[config.mk]
export PLATFORM = sky130hd
export DESIGN_NAME = bus_fifo_target
export DESIGN_NICKNAME = d
export VERILOG_FILES = /design/src/rtl/bus_fifo_target.sv
export SDC_FILE = /design/constraint.sdc
export NUM_CORES = 1
export LEC_CHECK = 0
export ABC_CLOCK_PERIOD_IN_PS = 10090
export BUFFER_PORTS_ARGS = -buffer_cell sky130_fd_sc_hd__buf_2
export CORE_MARGIN = 5
export CORE_UTILIZATION = 55
export CTS_BUF_LIST = sky130_fd_sc_hd__clkbuf_4
export CTS_CLUSTER_SIZE = 30
export DETAILED_ROUTE_END_ITERATION = 10
export PLACE_DENSITY = 0.83
export SLEW_MARGIN = 15
export SYNTH_ARGS = -nofsm -noshare
export SYNTH_HDL_FRONTEND = slang
export SYNTH_SLANG_ARGS = --single-unit
[constraint.sdc]
create_clock -name clk -period 10.09 [get_ports clk]
set_input_delay 2.5225 -clock clk [delete_from_list [all_inputs] [get_ports clk]]
set_output_delay 2.5225 -clock clk [all_outputs]
set_load 0.02 [all_outputs]
[src/rtl/bus_fifo_target.sv]
`default_nettype none
// +--------------------------------------------------------------------------+
// | Module  : bus_fifo_target                                                |
// | Brief   : Main-bus target exposing a TX/RX FIFO mailbox to local streams. |
// | Revision: 1.0 - initial release                                          |
// +--------------------------------------------------------------------------+
module bus_fifo_target #(
  parameter int DEPTH      = 16,
  parameter int DATA_WIDTH = 16
) (
  input  logic                  clk,
  input  logic                  reset_n,
  input  logic                  select_i,
  input  logic                  rw_i,
  input  logic [1:0]            addr_i,
  input  logic [DATA_WIDTH-1:0] data_i,
  input  logic                  data_strobe_i,
  output logic [DATA_WIDTH-1:0] data_o,
  output logic [DATA_WIDTH-1:0] tx_data_o,
  output logic                  tx_valid_o,
  input  logic                  tx_ready_i,
  input  logic [DATA_WIDTH-1:0] rx_data_i,
  input  logic                  rx_valid_i,
  output logic                  rx_ready_o,
  output logic                  irq_o
);

  localparam int                c_aw        = $clog2(DEPTH);
  localparam int                c_cw        = c_aw + 1;
  localparam logic [c_aw-1:0]   c_ptr_one   = c_aw'(1);
  localparam logic [c_cw-1:0]   c_cnt_one   = c_cw'(1);
  localparam logic [c_cw-1:0]   c_cnt_full  = c_cw'(DEPTH);
  localparam logic [1:0]        c_addr_data = 2'd0;
  localparam logic [1:0]        c_addr_stat = 2'd1;
  localparam logic [1:0]        c_addr_ctrl = 2'd2;
  localparam logic [1:0]        c_addr_txc  = 2'd3;

  logic [DATA_WIDTH-1:0] r_tx_mem [DEPTH];
  logic [DATA_WIDTH-1:0] r_rx_mem [DEPTH];
  logic [c_aw-1:0]       r_tx_wr_ptr, r_tx_rd_ptr, r_rx_wr_ptr, r_rx_rd_ptr;
  logic [c_cw-1:0]       r_tx_count, r_rx_count;
  logic                  r_tx_ovf, r_rx_udf;
  logic [DATA_WIDTH-1:0] r_data_o;

  logic w_acc, w_wr, w_rd;
  logic w_tx_full, w_tx_empty, w_rx_full, w_rx_empty;
  logic w_ctrl_wr, w_tx_flush, w_rx_flush, w_clr_sticky;
  logic w_tx_push_req, w_tx_push, w_tx_pop, w_ovf_set;
  logic w_rx_pop_req, w_rx_pop, w_rx_push, w_udf_set;
  logic [DATA_WIDTH-1:0] w_rx_head, w_status, w_rd_mux;

  assign w_acc = select_i & data_strobe_i;
  assign w_wr  = w_acc & rw_i;
  assign w_rd  = w_acc & ~rw_i;

  assign w_tx_full  = (r_tx_count == c_cnt_full);
  assign w_tx_empty = (r_tx_count == '0);
  assign w_rx_full  = (r_rx_count == c_cnt_full);
  assign w_rx_empty = (r_rx_count == '0);

  assign w_ctrl_wr    = w_wr & (addr_i == c_addr_ctrl);
  assign w_tx_flush   = w_ctrl_wr & data_i[0];
  assign w_rx_flush   = w_ctrl_wr & data_i[1];
  assign w_clr_sticky = w_ctrl_wr & data_i[2];

  // Full/empty come from the registered counts, so a same-cycle pop never frees room for a push.
  assign w_tx_push_req = w_wr & (addr_i == c_addr_data);
  assign w_tx_push     = w_tx_push_req & ~w_tx_full & ~w_tx_flush;
  assign w_ovf_set     = w_tx_push_req & w_tx_full;
  assign w_tx_pop      = ~w_tx_empty & tx_ready_i & ~w_tx_flush;

  assign w_rx_pop_req = w_rd & (addr_i == c_addr_data);
  assign w_rx_pop     = w_rx_pop_req & ~w_rx_empty & ~w_rx_flush;
  assign w_udf_set    = w_rx_pop_req & w_rx_empty;
  assign w_rx_push    = rx_valid_i & ~w_rx_full & ~w_rx_flush;

  assign w_rx_head  = w_rx_empty ? '0 : r_rx_mem[r_rx_rd_ptr];
  assign tx_data_o  = w_tx_empty ? '0 : r_tx_mem[r_tx_rd_ptr];
  assign tx_valid_o = ~w_tx_empty;
  assign rx_ready_o = ~w_rx_full;
  assign irq_o      = ~w_rx_empty | r_tx_ovf | r_rx_udf;
  assign data_o     = r_data_o;

  always_comb begin
    w_status       = '0;
    w_status[15]   = w_tx_full;
    w_status[14]   = w_tx_empty;
    w_status[13]   = w_rx_full;
    w_status[12]   = w_rx_empty;
    w_status[11]   = r_tx_ovf;
    w_status[10]   = r_rx_udf;
    w_status[7:0]  = 8'(r_rx_count);
  end

  always_comb begin
    w_rd_mux = '0;
    case (addr_i)
      c_addr_data: w_rd_mux = w_rx_head;
      c_addr_stat: w_rd_mux = w_status;
      c_addr_txc:  w_rd_mux[7:0] = 8'(r_tx_count);
      default:     w_rd_mux = '0;
    endcase
  end

  // Storage arrays carry no reset; the empty flags mask their contents.
  always_ff @(posedge clk) begin
    if (w_tx_push) r_tx_mem[r_tx_wr_ptr] <= data_i;
    if (w_rx_push) r_rx_mem[r_rx_wr_ptr] <= rx_data_i;
  end

  always_ff @(posedge clk or negedge reset_n) begin
    if (!reset_n) begin
      r_tx_wr_ptr <= '0;
      r_tx_rd_ptr <= '0;
      r_tx_count  <= '0;
      r_rx_wr_ptr <= '0;
      r_rx_rd_ptr <= '0;
      r_rx_count  <= '0;
      r_tx_ovf    <= 1'b0;
      r_rx_udf    <= 1'b0;
      r_data_o    <= '0;
    end else begin
      if (w_tx_flush) begin
        r_tx_wr_ptr <= '0;
        r_tx_rd_ptr <= '0;
        r_tx_count  <= '0;
      end else begin
        if (w_tx_push) r_tx_wr_ptr <= r_tx_wr_ptr + c_ptr_one;
        if (w_tx_pop)  r_tx_rd_ptr <= r_tx_rd_ptr + c_ptr_one;
        case ({w_tx_push, w_tx_pop})
          2'b10:   r_tx_count <= r_tx_count + c_cnt_one;
          2'b01:   r_tx_count <= r_tx_count - c_cnt_one;
          default: r_tx_count <= r_tx_count;
        endcase
      end

      if (w_rx_flush) begin
        r_rx_wr_ptr <= '0;
        r_rx_rd_ptr <= '0;
        r_rx_count  <= '0;
      end else begin
        if (w_rx_push) r_rx_wr_ptr <= r_rx_wr_ptr + c_ptr_one;
        if (w_rx_pop)  r_rx_rd_ptr <= r_rx_rd_ptr + c_ptr_one;
        case ({w_rx_push, w_rx_pop})
          2'b10:   r_rx_count <= r_rx_count + c_cnt_one;
          2'b01:   r_rx_count <= r_rx_count - c_cnt_one;
          default: r_rx_count <= r_rx_count;
        endcase
      end

      // A new event wins over a simultaneous clear.
      r_tx_ovf <= (r_tx_ovf & ~w_clr_sticky) | w_ovf_set;
      r_rx_udf <= (r_rx_udf & ~w_clr_sticky) | w_udf_set;
      r_data_o <= (select_i & ~rw_i) ? w_rd_mux : '0;
    end
  end

endmodule
`default_nettype wire

# ---- Yosys cells after proc, flatten, opt, wreduce, memory -nomap -nowiden
# Memories as Yosys holds them, arrays and structs flattened.
# Index checks and enable logic that the tools add are counted.
dict set report op_classes {
  n_addsub 8
  eq_ne 9
  muxes 21
  bitwise 34
  n_reduce_logical 9
}
# operator count
set op_table {}
lappend op_table {{$mux 16} 3}
lappend op_table {{$mux 4} 8}
lappend op_table {{$pmux 8 s3} 1}
lappend op_table {{$and 1x1->1} 22}
lappend op_table {{$pmux 5 s2} 2}
lappend op_table {{$add 4x1->4 const B} 4}
lappend op_table {{$pmux 8 s2} 1}
lappend op_table {{$add 5x1->5 const B} 2}
lappend op_table {{$eq 5x5->1 const B} 2}
lappend op_table {{$logic_not 5->1} 2}
lappend op_table {{$mux 5} 2}
lappend op_table {{$sub 5x1->5 const B} 2}
lappend op_table {{$eq 2x2->1 const B} 4}
lappend op_table {{$not 1->1} 8}
lappend op_table {{$reduce_bool 2->1} 4}
lappend op_table {{$eq 2x1->1 const B} 3}
lappend op_table {{$reduce_bool 3->1} 2}
lappend op_table {{$mux 1} 4}
lappend op_table {{$or 1x1->1} 4}
lappend op_table {{$logic_not 2->1} 1}
dict set report word_totals {
  ff_bits 44
  ram_bits 512
  in_bits 41
  out_inout_bits 35
  elab_cells 92
  mem_count 2
}
# memory words word_bits read_ports rd_ports_with_merged_regs wr line_no
set mem_list {}
lappend mem_list {r_rx_mem 16 16 1 0 1 39} ;# logic [DATA_WIDTH-1:0] r_rx_mem [DEPTH];
lappend mem_list {r_tx_mem 16 16 1 0 1 38} ;# logic [DATA_WIDTH-1:0] r_tx_mem [DEPTH];

# ---- Depth between registers and ports, before layout
dict set report logic_depth {
  depth_word 9
  mapped_depth 11
  depth_no_buf 10
}

# ---- Worst setup path after synthesis
# No wires, ideal clock.
dict set report synth_path {
  kind {input -> register}
  startpoint {input addr_i[1]}
  endpoint {memory r_tx_mem[1][0] (enable)}
  setup_time_ns 0.430
  arrival_time_ns 4.982
  required_ns 9.660
  path_slack_ns 4.677
  stages 5
  path_buffers 2
  path_cell_list {buf_2 > or2_2 > a211o_1 > buf_2 > nor4_1}
}
dict set report synth_via {
  elab_chain_cells 7
  word_cells_on_any_way 10
  classes_between {1 x eq/ne; 2 x mux; 6 x bitwise; 1 x reduce/logical}
}
# element line_no
set synth_lines {}
lappend synth_lines {{from (decl)} 15} ;# input logic [1:0] addr_i,
lappend synth_lines {{$eq 2x2->1} 61} ;# assign w_ctrl_wr = w_wr & (addr_i == c_addr_ctrl);
lappend synth_lines {{$and 1x1->1} 61}
lappend synth_lines {{$and 1x1->1} 62} ;# assign w_tx_flush = w_ctrl_wr & data_i[0];
lappend synth_lines {{$not 1->1} 68} ;# assign w_tx_push = w_tx_push_req & ~w_tx_full & ~w_tx_flush;
lappend synth_lines {{$and 1x1->1 (*)} 68}
lappend synth_lines {{$mux 1 (*)} 107} ;# if (w_tx_push) r_tx_mem[r_tx_wr_ptr] <= data_i;
lappend synth_lines {{$mux 1 (implied by the code) (*)} 107}
lappend synth_lines {{to (decl)} 38}
# Mark *: on every way between the ends. The rest lies on a longest branch, timed or not.

# ---- Worst setup path in the final report
dict set report layout_path {
  startpoint {register r_tx_rd_ptr[0]}
  endpoint {output tx_data_o[2]}
}
dict set report layout_via {
  elab_chain_cells 2
}
# element line_no
set layout_lines {}
lappend layout_lines {{from (decl)} 40} ;# logic [c_aw-1:0] r_tx_wr_ptr, r_tx_rd_ptr, r_rx_wr_ptr, r_rx_rd_ptr;
lappend layout_lines {{from (signal assigned)} 129} ;# if (w_tx_pop) r_tx_rd_ptr <= r_tx_rd_ptr + c_ptr_one;
lappend layout_lines {{$mem_v2 16x16} --}
lappend layout_lines {{$mux 16} 78} ;# assign tx_data_o = w_tx_empty ? '0 : r_tx_mem[r_tx_rd_ptr];
lappend layout_lines {{to (decl)} 19} ;# output logic [DATA_WIDTH-1:0] tx_data_o,
# Every way passes these cells.

==> metrics.csv <==
metric;value;unit
critical path launch point type;flip-flop;
worst min path class;flip-flop to flip-flop;
Register Area;16490;um2
RSZ-0062 raised after global routing;no;
multi-input logic area;5265;um2
H-tree Lvls;4;
critical path class;flip-flop to output port;
Clock Path Buffers;3;
Crit Path Max Fanout;52;
most frequent cells in the layout;edfxtp_1, clkbuf_4, mux4_2;
Critical Path Source;r_tx_rd_ptr[0];
Synth top area share;70.14;%
DRC errors left;0;
LEAKAGE;8.368;nW
clk slew on worst S/H paths;0.06;ns
CTS Sinks;556;
net count after synthesis;1083;
Final period util;62.47;%
Max-Cap Viols;0;
Fmax achieved;158.7;MHz
first-pass GRT wire length;72.28;mm
initial core utilization;55.42;%
hpwl dp;26.68;mm
top cells by area, synth;edfxtp_1, mux4_2, dfrtp_1;
Initial DRC Count;1301;
Seq/Total Area, Yosys;75.16;%
Post-DRT Antenna Nets;0;
Final min period;6.303;ns
Setup Fix Bufs, Post-CTS;0;
Netlist Area Pre-Place;21920;um2
Die W;209.6;um
placed cell area;23130;um2
drt total wl;47.57;mm
Pins Over Slew Limit;0;
number of buffer cells added on primary ports;75;
fin area;25000;um2
cell count after synthesis;1029;
status;finished clean;
root buf cell;clkbuf_4;
WP data required;7.57;ns
Setup crit end;tx_data_o[2];
RePlAce Congestion;0.8277;
area grow syn2layout;14.07;%
PostCTS Resize Cnt;0;
Post-Place Worst Slack;4.540;ns
FF-to-FF Start;r_rx_rd_ptr[0];
vias per cell;6.036;
synth unique cells;51;
worst hold slack;0.5554;ns
#FFs+latches synth;556;
Crit. End Element;output port;
layout cell share with drive strength beyond 1;40.54;%
die area;43950;um2
Initial DRT Pass Iterations;5;
initial antenna violation count;5;
Die Height;209.6;um
CORE AREA;39550;um2
Worst Max-Slew Pin Slew;1.067;ns
Global Route Usage Sum;22.28;%
gr ovfl total;0;
Setup WS post-layout;3.787;ns
commonest non-fill, non-tap cell in the layout;edfxtp_1;
reg2reg path depth;5;
total CTS buffers;136;
reg2reg end;data_o[10];
vias in the first global route;11862;
Syn Area/Cell;21.30;um2
Setup Skew;0.04713;ns
Worst Path Arrival;3.78;ns
I/O pins;76;
Row Count;73;
hold_buf cts;0;
relative slew slack;28.86;%
largest net degree at the start of global routing;68;
Synthesis Warnings;0;
clk_lat worst skew;0.83;ns
cell taking the most area after synthesis;edfxtp_1;
pwr dens;254.6;nW/um2
Routed WL per cell;25.59;um
Peak supply drop;0.1427;mV
# fillers;2534;
Final Hold Vio Count;0;
final setup fails;0;
vias;11220;
Reg2Reg Setup Slack;7.03;ns
nets@finish;1282;
TNS Setup;0;ns
CTS tree;built;
## metrics by stage
stage | instances | power [mW] | util [%]
after floorplan | 1029 | 4.033 | -
after global placement | 1615 | 4.408 | 58.49
after detailed placement | 1615 | 4.477 | 58.49
after CTS | 1857 | 6.439 | 63.21
after global routing | 1858 | 6.700 | 63.22
final | 1859 | 6.367 | 63.22
## worst min path at each step
| stage | start | endpoint | slack [ns] | depth (start not counted) |
|---|---|---|---|---|
| 2_1_floorplan | r_tx_ovf | r_tx_ovf | 0.46 | 2 |
| 3_3_place_gp | r_tx_ovf | r_tx_ovf | 0.52 | 2 |
| 3_5_place_dp | r_tx_ovf | r_tx_ovf | 0.53 | 2 |
| 4_1_cts | r_rx_udf | r_rx_udf | 0.55 | 1 |
| 5_1_grt | r_rx_udf | r_rx_udf | 0.57 | 1 |
| 6_report | r_tx_ovf | r_tx_ovf | 0.56 | 2 |
## power by group
group	internal (mW)	switching [mW]
clock network	1.10	0.854
registers	2.67	0.200
logic	0.792	0.751
## final cells by class
| cell class | instances | share of cell area, % |
|---|---|---|
| clock buffers | 202 | 6.065 |
| well taps | 525 | 2.627 |
| clock inverters | 40 | 1.401 |
| repair buffers | 115 | 2.702 |
| flip-flops and latches | 556 | 65.93 |
| inverters | 13 | 0.1952 |
| multi-input cells | 406 | 21.06 |
| diodes | 2 | 0.02002 |
## flip-flops by register name (all words and copies together), names as in the netlist, 4 cells and up
signal       flops
data_o          16
r_rx_count       5
r_rx_mem       256
r_rx_rd_ptr      4
r_rx_wr_ptr      4
r_tx_count       5
r_tx_mem       256
r_tx_rd_ptr      4
r_tx_wr_ptr      4
## layer usage
layer / vias to the layer above / routed length [um] / track usage (%)
li1: 4745 / - / -
met3: 81 / 3983 / 5.800
met1: 5805 / 16910 / 27.51
met4: 8 / 770 / 6.121
met2: 581 / 25860 / 39.41
met5: - / 54 / 0
## kinds of logic after synthesis
| logic type | synth area share (%) |
|---|---|
| flip-flops | 75.16 |
| AND/OR/NAND/NOR | 3.779 |
| multiplexers | 16.59 |
| buffers and inverters | 1.319 |
| AO/OA/AOI/OAI | 1.684 |
| XOR/XNOR | 0.7192 |
| adder cells (fa/ha/maj) | 0.7421 |
## synthesized netlist by cell type (all sizes together)
cell type	n
nor2b	6
a21boi	1
a31oi	2
edfxtp	512
o22ai	1
o41ai	1
a211o	1
and2	25
o21ai	11
nor3	8
dfrtp	44
a22oi	7
nand4	5
nor4b	1
or4	3
ha	13
or3b	1
mux2	3
xor2	12
a22o	2
xnor2	6
a32oi	2
nand2b	1
nand2	36
mux4	160
o211a	1
nand3	12
or2	2
nor2	48
a21oi	7
o31ai	2
o32ai	1
inv	13
and3	6
a32o	3
nor4	10
a211oi	3
a2111oi	1
o31a	1
a221oi	1
clkbuf	30
buf	24
## worst max-delay path, cell delays in order, from the launching register on
cell	delay [ns]
dfrtp_4	0.61
buf_4	0.83
mux4_2	0.62
mux4_2	0.50
and2_1	0.18
buf_2	0.16
(Power assumes the default switching activity.)
